[src/rtl/gnr_node_mr.sv]
// Multi-rate gene-regulatory-network node.
// Holds one state register per time-scale channel. Each channel loads the
// network's next-state value on its update strobe, thinned by a per-channel
// divider. A stability detector counts consecutive update events that left
// every updating channel unchanged.
module gnr_node_mr #(
  parameter int W        = 1,
  parameter int NCH      = 2,
  parameter int DIVW     = 4,
  parameter int STABLE_N = 8
) (
  input  logic                clk,
  input  logic                rst,
  input  logic                start,
  input  logic                reset_nos,
  input  logic [NCH-1:0]      start_s,
  input  logic [W-1:0]        init_state,
  input  logic [NCH*DIVW-1:0] div_cfg,
  input  logic [NCH*W-1:0]    crk_s,
  output logic [NCH*W-1:0]    s,
  output logic [NCH-1:0]      upd,
  output logic [NCH-1:0]      chg,
  output logic                stable
);

  localparam logic [8:0] STAB_LIM = 9'(STABLE_N);

  logic [NCH*W-1:0]    s_q, s_d;
  logic [NCH*DIVW-1:0] div_q, div_d;
  logic [NCH*DIVW-1:0] cnt_q, cnt_d;
  logic [NCH-1:0]      upd_q, upd_d;
  logic [NCH-1:0]      chg_q, chg_d;
  logic [7:0]          sc_q, sc_d;
  logic                stable_q, stable_d;

  logic                any_load;
  logic                any_diff;
  logic [8:0]          sc_inc;

  // Next-state: reinit, per-channel load/skip, and stability tracking.
  always_comb begin
    s_d      = s_q;
    div_d    = div_q;
    cnt_d    = cnt_q;
    upd_d    = '0;
    chg_d    = '0;
    sc_d     = sc_q;
    stable_d = stable_q;
    any_load = 1'b0;
    any_diff = 1'b0;
    sc_inc   = {1'b0, sc_q} + 9'd1;
    if (reset_nos) begin
      // Strobes arriving with a reinit are dropped on purpose.
      s_d      = {NCH{init_state}};
      div_d    = div_cfg;
      cnt_d    = '0;
      sc_d     = '0;
      stable_d = 1'b0;
    end else begin
      for (int i = 0; i < NCH; i++) begin
        if (start && start_s[i]) begin
          if (cnt_q[i*DIVW +: DIVW] == '0) begin
            // Load from the network and rearm the skip counter.
            s_d[i*W +: W]      = crk_s[i*W +: W];
            cnt_d[i*DIVW +: DIVW] = div_q[i*DIVW +: DIVW];
            upd_d[i]           = 1'b1;
            chg_d[i]           = (crk_s[i*W +: W] != s_q[i*W +: W]);
            any_load           = 1'b1;
            if (crk_s[i*W +: W] != s_q[i*W +: W]) any_diff = 1'b1;
          end else begin
            cnt_d[i*DIVW +: DIVW] = cnt_q[i*DIVW +: DIVW] - 1'b1;
          end
        end
      end
      // Simultaneous channel loads count as one update event.
      if (any_load) begin
        if (any_diff) begin
          sc_d     = '0;
          stable_d = 1'b0;
        end else begin
          sc_d     = (sc_inc >= STAB_LIM) ? STAB_LIM[7:0] : sc_inc[7:0];
          stable_d = (sc_inc >= STAB_LIM);
        end
      end
    end
  end

  // State registers with synchronous reset.
  always_ff @(posedge clk) begin
    if (rst) begin
      s_q      <= '0;
      div_q    <= '0;
      cnt_q    <= '0;
      upd_q    <= '0;
      chg_q    <= '0;
      sc_q     <= '0;
      stable_q <= 1'b0;
    end else begin
      s_q      <= s_d;
      div_q    <= div_d;
      cnt_q    <= cnt_d;
      upd_q    <= upd_d;
      chg_q    <= chg_d;
      sc_q     <= sc_d;
      stable_q <= stable_d;
    end
  end

  assign s      = s_q;
  assign upd    = upd_q;
  assign chg    = chg_q;
  assign stable = stable_q;

endmodule

[config.mk]
export PLATFORM = sky130hd
export DESIGN_NAME = gnr_node_mr
export DESIGN_NICKNAME = d
export VERILOG_FILES = /design/src/rtl/gnr_node_mr.sv
export SDC_FILE = /design/constraint.sdc
export NUM_CORES = 1
export LEC_CHECK = 0
export CORE_MARGIN = 2
export CORE_UTILIZATION = 45
export CTS_CLUSTER_DIAMETER = 100
export CTS_CLUSTER_SIZE = 8
export DETAILED_ROUTE_END_ITERATION = 8
export MAX_ROUTING_LAYER = met4
export PLACE_DENSITY_LB_ADDON = 0.15
export SYNTH_ARGS = -nofsm -noshare
export SYNTH_HDL_FRONTEND = slang
export SYNTH_SLANG_ARGS = --single-unit
[constraint.sdc]
create_clock -name clk -period 2.35 [get_ports clk]
set_input_delay 0.705 -clock clk [delete_from_list [all_inputs] [get_ports clk]]
set_output_delay 0.705 -clock clk [all_outputs]
set_load 0.01 [all_outputs]
* Yosys cells after proc, flatten, opt, wreduce, memory -nomap -nowiden
Cells that the tools add are included.
W data, S select, Z words.
** Operators by class
- Add/subtract/negate cells :: 3
- $lt $le $gt $ge :: 1
- Equal/unequal tests :: 2
- Mux-type cells :: 23
- Bitwise gates (word level) :: 4
- Reduce and logical (&&, ||, !) cells :: 14
** Operators by type and width (count)
- $mux W1 :: 18
- $mux W8 :: 2
- $add A8 B1 Y9 const B :: 1
- $ge A9 B4 Y1 const B :: 1
- $logic_not A4 Y1 :: 2
- $mux W4 :: 2
- $reduce_bool A2 Y1 :: 4
- $reduce_or A4 Y1 :: 2
- $sub A4 B1 Y4 const B :: 2
- $not A1 Y1 :: 4
- $reduce_and A2 Y1 :: 2
- $reduce_or A3 Y1 :: 1
- $logic_and A1 B1 Y1 :: 2
- $mux W2 :: 1
- $ne A1 B1 Y1 :: 2
- $reduce_or A2 Y1 :: 1
** Word-level totals
- Bits in registers :: 31
- Input port bits :: 17
- Output and inout port bits :: 7
- Logic and storage cells :: 58

* Depth between registers and ports, before layout
- Word-level depth :: 9
- Depth in mapped cells :: 6
- Gate-level depth less buffers :: 6

* Worst setup path before layout
OpenSTA, ideal clock, no wires.
- Path kind :: input-to-reg
- Start point :: input port rst
- End point :: register sc_q[2]
- Setup time :: 0.084 ns
- Data arrival time :: 1.645 ns
- Required time :: 2.266 ns
- Path slack :: 0.621 ns
- Cell stages on the path :: 5
- Buffers on the path :: 1
- Path through :: buf_2 > or2_4 > a31oi_1 > nand3b_4 > o31ai_2
** Between the ends
- Cells in the longest elaborated chain, start to end :: 1
** RTL lines
- start: declaration :: line 13 : input logic rst,
- $reduce_or A2 Y1 (no source line)
- end signal: assignment :: line 96 : sc_q <= '0;
- end signal: assignment :: line 104 : sc_q <= sc_d;
- end: declaration :: line 33 : logic [7:0] sc_q, sc_d;
Every way passes these cells.
A chain may end at the register's enable or synchronous reset.

* Worst setup path after layout
- Start point :: register s_q[1], in the netlist s[1]
- End point :: output port s[1]
** RTL lines
- start: declaration :: line 28 : logic [NCH*W-1:0] s_q, s_d;
- start signal: assignment :: line 91 : s_q <= '0;
- start signal: assignment :: line 99 : s_q <= s_d;
- end: declaration :: line 20 : output logic [NCH*W-1:0] s,
No word-level cell between the ends.

==> results.sh <==
export IMPL_status="complete, no violations"
export IMPL_maxSlewHeadroom_pct=71.9
export IMPL_clkTransAtPathRegs_ns=0.09
export IMPL_clock_root_buffer="clkbuf_4"
export IMPL_rsz0062_at_grt="false"
export IMPL_h_tree_depth=2
export IMPL_crit_chain="clkdlybuf4s50_1"
export IMPL_synth_edff_count=0
export IMPL_drtAntennaViolNets=0
export IMPL_drv_cap=0
export IMPL_drc_errors=0
export IMPL_ys_ff_latch=31
export IMPL_async_flop_share_pct=0
export IMPL_slew_viol_final=0
export IMPL_finalHoldViolations=0
export IMPL_yosysSeqAreaShare_pct=44.5
export IMPL_ctsResizeCount=0
export IMPL_grt_busiest_layer="met2"
export IMPL_synthFlopType="dfxtp_1"
export IMPL_first_global_vias=1024
export IMPL_drt_iter0_markers=14
export IMPL_setup_tns_ns=0
export IMPL_cts_hold_buffers_added=0
export IMPL_endpoint_kind="primary output"
export IMPL_synth_distinct_cells=37
export IMPL_layout_setup_ws_ns=0.398
export IMPL_slowest_stage="clkdlybuf4s50_1"
export IMPL_diodes=0
export IMPL_drive_gt1_share_pct=10.4
export IMPL_viasPerCell=5.25
export IMPL_ios=24
export IMPL_worstPathRequired_ns=1.64
export IMPL_firstDrtPassIters=4
export IMPL_die_w_um=59.7
export IMPL_synth_nets=167
export IMPL_cp_max_fo=3
export IMPL_clkSinkCount=31
export IMPL_crit_buf_inv=1
export IMPL_gr_usage_met2_pct=27.2
export IMPL_dp_final_hpwl_mm=1.91
export IMPL_vias=1081
export IMPL_synthToLayoutAreaGrowth_pct=24.6
export IMPL_fp_row_count=20
export IMPL_fin_crit_ns=1.95
export IMPL_cts_buffers_inserted=5
export IMPL_slowest_delay_ns=0.55
export IMPL_io_buffers=23
export IMPL_skew_ns=0.00961
export IMPL_critPathTopFamily="buffers and inverters"
export IMPL_die_h_um=59.7
export IMPL_fmax_mhz=512
export IMPL_clk_latency_ns=0.34
export IMPL_postSynthCellCount=145
export IMPL_gr_total_overflow=0
export IMPL_setup_viol=0
export IMPL_grt_total_usage_pct=16.9
export IMPL_tightest_slew_ns=0.417
export IMPL_placeableCoreArea_sq_um=3000
export IMPL_cp_start_kind="flop"
export IMPL_postCtsSetupBuffers=0
export IMPL_gr_usage_met1_pct=19.3
export IMPL_cts_buffer_depth=2
export IMPL_grt_use_met3_pct=5.84
export IMPL_arrival_ns=1.25
export IMPL_criticalPathCategory="flop to primary output"
export IMPL_final_nets=194
export IMPL_antenna_found_initial=0
export IMPL_grt_first_pass_wirelength_mm=4.35
export IMPL_initial_utilization_pct=46.4
export IMPL_wl_per_cell_um=11.9
export IMPL_synth_warnings=0
export IMPL_hold_class="flop to flop"
export IMPL_p_leak_nw=0.702
export IMPL_power_density_nw_per_um2=638
export IMPL_post_place_ws_ns=0.136
export IMPL_syn_area_sq_um=1390
export IMPL_ir_drop_v=0.000425
export IMPL_fp_dieArea_sq_um=3560
export IMPL_grt_start_max_net_pins=13
export IMPL_tritoncts="yes"
export IMPL_syn_avg_cell_area_sq_um=9.61
export IMPL_fin_crit_sh_pct=83.1
export IMPL_wl_mm=2.44
export IMPL_finalWeightedCongestion=0.816
## cell usage after synthesis (2+ instances only)
cell / instances / share of area (%)
o211ai_1: 2 / 1.1
a21oi_1: 10 / 3.6
nor3_1: 3 / 1.1
and2_1: 8 / 3.6
mux2i_1: 12 / 8.6
inv_1: 7 / 1.9
mux2_2: 2 / 1.6
dfxtp_1: 31 / 45
nand3_1: 4 / 1.4
a311oi_1: 3 / 1.9
nor2_1: 13 / 3.5
xor2_1: 2 / 1.3
nand2_1: 14 / 3.8
a31oi_1: 2 / 0.90
ha_1: 5 / 4.5
buf_2: 3 / 1.1
nand2b_1: 2 / 0.90
o21ai_1: 3 / 1.1
## area by class of cell
class	instances	area (sq um)
Fill cell	270	1270
Multi-Input combinational cell	102	717
Sequential cell	31	621
Timing Repair Buffer	25	245
Clock buffer	6	51.3
Tap cell	33	41.3
Clock inverter	2	35.0
Inverter	7	26.3
## cells in the final DEF (no fill, tap or decap), drive strengths merged
cell,instances
inv,7
mux2i,12
nand3,4
nor3b,1
or3b,1
clkinv,1
clkdlybuf4s50,23
o31ai,2
nand2b,2
a311oi,3
a221oi,1
nand2,14
a21oi,10
xnor2,1
nand3b,2
and2b,1
clkbuf,6
and2,9
nor4,1
bufinv,1
o21ai,4
o211ai,2
dfxtp,31
o21bai,1
a31oi,2
mux2,2
o41ai,1
a22oi,1
nor2,13
ha,5
nor3,3
or2,1
and3b,1
xor2,2
buf,2
## logic make-up after synthesis
| family | Yosys count | synth area share [%] |
|---|---|---|
| buffers and inverters | 12 | 4.04 |
| adder cells (fa/ha/maj) | 5 | 4.49 |
| multiplexers | 14 | 10.2 |
| flip-flops | 31 | 44.5 |
| AO/OA/AOI/OAI | 27 | 13.9 |
| AND/OR/NAND/NOR | 53 | 20.9 |
| XOR/XNOR | 3 | 1.89 |
## stage by stage
step / total power, W / utilization, % / hold WS, ns / instances / area, sq um
2_1_floorplan: 0.000638 / - / 0.430 / 145 / 1390
3_3_place_gp: 0.000685 / 55.0 / 0.447 / 198 / 1650
3_5_place_dp: 0.000689 / 55.0 / 0.444 / 198 / 1650
4_1_cts: 0.00112 / 57.8 / 0.461 / 206 / 1740
5_1_grt: 0.00116 / 57.8 / 0.476 / 206 / 1740
6_report: 0.00111 / 57.8 / 0.464 / 206 / 1740
## report_power, final
part           total, W  leakage (nW)  switching [W]  internal (W)
clock          0.000433        0.0482       0.000182      0.000251
sequential     0.000552         0.252      0.0000111      0.000541
combinational  0.000123         0.401      0.0000549     0.0000680
total           0.00111         0.702       0.000248      0.000860
## state kept, by name, indices dropped and copies added, names as in the netlist
name	flops
stable	1
upd	2
div_q	8
sc_q	8
chg	2
cnt_q	8
s	2
## worst paths after layout
| kind | slack (ns) | cells after the start | endpoint | startpoint |
|---|---|---|---|---|
| worst max register to register | 0.69 | 6 | sc_q[2] | cnt_q[4] |
| worst min-delay path | 0.46 | 2 | stable | stable |
| worst max-delay path | 0.40 | 1 | s[1] | s[1] |
| worst min register to register | 0.46 | 2 | stable | stable |
## per-layer routing
layer  wire, um  part of all wire (%)
met1       1120                    46
met2       1160                    48
met3        109                   4.5
met4         49                   2.0
met5          0                     0
Power figures use the tool's default switching activity.
